$ cat src/rtl/fpga_carry_serial_adder.sv
// Bit-serial add/subtract sequencer built around one carry-chain cell
// (carry_out = majority(i0, i1, carry_in)) and a carry flip-flop. One operand
// bit is processed per clock, LSB first.
//
// Ports:
//   clk_i   - clock, rising edge
//   rst_ni  - synchronous active-low reset
//   start_i - request an operation (accepted only when idle)
//   sub_i   - 0: a + b + cin, 1: a - b (sampled with start_i)
//   a_i     - operand A (sampled with start_i)
//   b_i     - operand B (sampled with start_i)
//   cin_i   - carry-in for add, ignored for subtract
//   busy_o  - high for the WIDTH cycles in which bits are processed
//   done_o  - one-cycle completion pulse, results valid in the same cycle
//   sum_o   - registered result, modulo 2^WIDTH
//   cout_o  - carry out of the MSB (subtract: 1 means no borrow)
//   ovf_o   - signed overflow (carry into MSB xor carry out of MSB)
module fpga_carry_serial_adder #(
  parameter int unsigned WIDTH = 8
) (
  input  logic             clk_i,
  input  logic             rst_ni,
  input  logic             start_i,
  input  logic             sub_i,
  input  logic [WIDTH-1:0] a_i,
  input  logic [WIDTH-1:0] b_i,
  input  logic             cin_i,
  output logic             busy_o,
  output logic             done_o,
  output logic [WIDTH-1:0] sum_o,
  output logic             cout_o,
  output logic             ovf_o
);

  localparam int unsigned CntW = (WIDTH > 1) ? $clog2(WIDTH) : 1;
  // Counter value at the edge that enters the MSB cycle.
  localparam logic [CntW-1:0] CntPreMsb = CntW'(WIDTH - 2);

  // StRun processes bits 0..WIDTH-2; StDone processes the MSB and commits on
  // its exit edge, so done_o appears in the first idle cycle and a held
  // start_i is accepted one edge later.
  typedef enum logic [1:0] {StIdle, StRun, StDone} state_e;

  state_e           state_q;
  logic [WIDTH-1:0] a_sh_q;
  logic [WIDTH-1:0] b_sh_q;
  logic [WIDTH-1:0] res_sh_q;
  logic             carry_q;
  logic [CntW-1:0]  cnt_q;

  logic             sum_bit;
  logic             carry_out;
  logic [WIDTH-1:0] res_next;

  // Carry cell: i0 = a_sh[0], i1 = b_sh[0], carry_in = carry_q.
  always_comb begin
    carry_out = (a_sh_q[0] & b_sh_q[0]) | (a_sh_q[0] & carry_q) | (b_sh_q[0] & carry_q);
    sum_bit   = a_sh_q[0] ^ b_sh_q[0] ^ carry_q;
    res_next  = {sum_bit, res_sh_q[WIDTH-1:1]};
  end

  always_ff @(posedge clk_i) begin
    if (!rst_ni) begin
      state_q  <= StIdle;
      a_sh_q   <= '0;
      b_sh_q   <= '0;
      res_sh_q <= '0;
      carry_q  <= 1'b0;
      cnt_q    <= '0;
      busy_o   <= 1'b0;
      done_o   <= 1'b0;
      sum_o    <= '0;
      cout_o   <= 1'b0;
      ovf_o    <= 1'b0;
    end else begin
      done_o <= 1'b0;
      unique case (state_q)
        StIdle: begin
          if (start_i) begin
            a_sh_q  <= a_i;
            // Subtract as a + ~b + 1.
            b_sh_q  <= sub_i ? ~b_i : b_i;
            carry_q <= sub_i | cin_i;
            cnt_q   <= '0;
            busy_o  <= 1'b1;
            state_q <= StRun;
          end
        end
        StRun, StDone: begin
          a_sh_q   <= {1'b0, a_sh_q[WIDTH-1:1]};
          b_sh_q   <= {1'b0, b_sh_q[WIDTH-1:1]};
          res_sh_q <= res_next;
          carry_q  <= carry_out;
          cnt_q    <= cnt_q + CntW'(1);
          if (state_q == StRun) begin
            if (cnt_q == CntPreMsb) begin
              state_q <= StDone;
            end
          end else begin
            // MSB cycle: carry_q still holds the carry into the MSB.
            sum_o   <= res_next;
            cout_o  <= carry_out;
            ovf_o   <= carry_q ^ carry_out;
            done_o  <= 1'b1;
            busy_o  <= 1'b0;
            state_q <= StIdle;
          end
        end
        default: state_q <= StIdle;
      endcase
    end
  end

endmodule

$ cat config.mk
export PLATFORM = sky130hd
export DESIGN_NAME = fpga_carry_serial_adder
export DESIGN_NICKNAME = d
export VERILOG_FILES = /design/src/rtl/fpga_carry_serial_adder.sv
export SDC_FILE = /design/constraint.sdc
export NUM_CORES = 1
export LEC_CHECK = 0
export ABC_AREA = 1
export CAP_MARGIN = 20
export CORE_UTILIZATION = 25
export DETAILED_ROUTE_END_ITERATION = 8
export GPL_ROUTABILITY_DRIVEN = 0
export SLEW_MARGIN = 5
export SYNTH_ARGS = -nofsm -noshare
export SYNTH_HDL_FRONTEND = slang
export SYNTH_SLANG_ARGS = --single-unit
export TNS_END_PERCENT = 100
$ cat constraint.sdc
create_clock -name clk_i -period 3.1 [get_ports clk_i]
set_clock_uncertainty 0.2 [all_clocks]
set_input_delay 0.62 -clock clk_i [delete_from_list [all_inputs] [get_ports clk_i]]
set_output_delay 0.62 -clock clk_i [all_outputs]
set_load 0.1 [all_outputs]
==> impl_results.md <==
* Total Neg Setup Slack at 0 ns
* GR Util All Layers at 0.106
* Tcrit/Tclk final at 0.717
* Layout area overhead at 22.5%
* Root Buffer: clkbuf_8
* DRT iter0 DRCs at between 80 and 90
* Initial Util at 0.263
* Switching Power at roughly 1.4 mW
* Grt total ovfl at 0
* CTS max path bufs at 2
* Worst IR Drop VDD at 0.587 mV
* Clock network fraction of design power at 0.159
* Status: completed
* Setup CP Type: reg2reg
* IO Count at 33
* DPL Wire Length at about 2.8 mm
* Largest net degree at the start of global routing at 27
* Total power draw at 2.83 mW
* Min Tclk post-route at about 2.2 ns
* Die Span X at between 90 and 100 um
* Cells after Synth at ~280
* Die area at 0.00815 mm2
* Final Hold Vio Count at 0
* Synthesized area per cell at slightly below 7 um2
* First-pass GRT wire length at 7.12 mm
* Cts repair resizes at 0
* Core box area at 0.00741 mm2
* Distinct cells, synth at 22
* DIE HEIGHT at 90.3 um
* Final wirelength at 4.10 mm
* Max cap viols at 0
* Placed cells at 403
* Max Clk Rate at about 0.45 GHz
* Vias in the first global route at 1,610
* CTS clk-pin slew, worst paths at 0.08 ns
* Setup Buffers After CTS at 0
* Slew @ Worst Pin at 0.636 ns
* N_diodes at 0
* Post-Syn Area at 0.00195 mm2
* Residual antenna-violating net count after detailed routing at 0
* Hold path start: a_sh_q[7]
* Drt wl/cell at around 10 um
* Post-Layout Cell Count at 411
* Initial antenna violation count at 0
* Clk sink count at 41
* Hold crit path type: reg2reg
* Switching portion of total power at 0.508
* Seq/Total Area, Yosys at 0.421
* CTS Buf Count at 5
* Leakage at between 1 and 1.5 nW
* # hold bufs at CTS at 0
* Critical Path RT at 3.10 ns
* Worst R2R Start: state_q[0]
* Crit path from: state_q[0]
* RSZ-0062 raised after global routing: no
* Final setup fails at 0
* Final slew viol count at 0
* DRC Markers at 0
* CTS tree: done
* H-Tree Depth at 2
* Worst skew pair latency at 0.30 ns
* Vias at around 1.7k
* PortBufs at 32
* Layout cell share with drive strength beyond 1 at 0.0833
* Initial DRT Pass Iterations at 4
* CP arrival at approximately 2.2 ns
* Int Pwr at 1.39 mW
* P per Cell Area at 1180 mW/mm2
* Post-layout util at 0.322
* Layout Nets at 339
* Crit-path max FO at 26
* Post-synth net total at between 300 and 400
* CP startpoint kind: flip-flop
* Seq cells post-synth at 41
* Vias per inst at 4.18
* Std cell rows at 31
* Synth warn at 0
* Slew HR at 0.576
* WHS at between 0.2 and 0.3 ns
* Gate power share at 0.553
* Reg power frac at 0.287
* Worst Setup End Kind: flip-flop
==> worst max-delay path, cell delays in order, from the launching register on <==
cell	delay, ns
dfxtp_1	0.38
inv_1	0.07
ha_1	0.70
buf_4	0.30
nand2_4	0.06
nand2_4	0.19
nand2_1	0.08
nor2_1	0.09
nor2_1	0.05
==> worst paths after layout <==
kind                                  end  slack [ns]  cells after the start
worst max-delay path            b_sh_q[0]        0.88                      8
worst max register to register  b_sh_q[0]        0.88                      8
worst min-delay path            a_sh_q[7]        0.27                      2
worst min register to register  a_sh_q[7]        0.27                      2
==> cells in the mapped netlist <==
library cell	count	share of area
nand2_4	2	0.012
nor2_1	88	0.17
a21oi_1	8	0.021
nor3_1	1	0.0026
ha_1	6	0.039
nand2_2	1	0.0032
o21ai_1	3	0.0077
nand2_1	69	0.13
fa_1	1	0.010
clkbuf_1	3	0.0058
o21ai_0	30	0.077
buf_6	6	0.035
o21a_1	1	0.0039
xor2_1	1	0.0045
inv_8	1	0.0058
inv_1	12	0.023
clkbuf_2	2	0.0051
dfxtp_1	41	0.42
buf_4	2	0.0077
nand3_1	3	0.0077
buf_2	2	0.0051
clkinv_1	1	0.0019
==> flip-flops by register name, summed over array words and instances (netlist names) <==
name / cells
cnt_q: 3
ovf_o: 1
busy_o: 1
state_q: 2
carry_q: 1
b_sh_q: 8
a_sh_q: 8
res_sh_q: 7
cout_o: 1
done_o: 1
sum_o: 8
==> kinds of logic (layout without fill, tap and decap cells) <==
kind of cell    count (synthesis)  after routing  share of synthesized area
compound gates                 42             42                      0.109
flops                          41             41                      0.421
fa+ha+maj                       7              7                     0.0488
buf+inv                        29             57                     0.0892
simple gates                  164            164                      0.327
xor+xnor                        1              1                    0.00449
==> power groups by stage <==
stage	combinational [mW]	sequential, mW	clock, mW
6_report	1.56	0.812	0.450
5_1_grt	1.75	0.837	0.480
4_1_cts	1.59	0.813	0.458
3_5_place_dp	1.58	0.822	0
3_3_place_gp	1.57	0.823	0
2_1_floorplan	0.944	1.25	0
==> stage by stage <==
stage / area [um2] / setup WS, ns
4_1_cts: 2390 / 0.852
5_1_grt: 2390 / 0.644
2_1_floorplan: 1950 / 1.35
3_3_place_gp: 2270 / 0.879
3_5_place_dp: 2270 / 0.851
6_report: 2390 / 0.876
==> final cells by class <==
class                   count  area (um2)
repair buffers             35         313
well taps                  99         124
clock inverters             1        30.0
multi-input cells         214         955
fillers                   811        5020
flip-flops and latches     41         821
inverters                  14        60.1
clock buffers               7        86.3
==> layer usage <==
metal / track usage / share of wire / up-vias
met5: 0 / 0 / -
li1: - / - / 934
met1: 0.143 / 0.50 / 739
met4: 0.0323 / 0.014 / 0
met2: 0.166 / 0.44 / 38
met3: 0.0244 / 0.052 / 7
==> placed cells by master (no fill, tap or decap) <==
cell             count
nand2_4              2
nor3_1               1
xor2_1               1
o21a_1               1
nor2_1              88
bufinv_16            1
a21oi_1              8
clkdlybuf4s50_1     20
nand3_1              3
ha_1                 6
buf_4               15
o21ai_0             30
clkinv_1             1
inv_8                1
clkbuf_8             6
nand2_2              1
dfxtp_1             41
o21ai_1              3
clkbuf_1             1
inv_1               12
fa_1                 1
nand2_1             69
(Power assumes the default switching activity.)
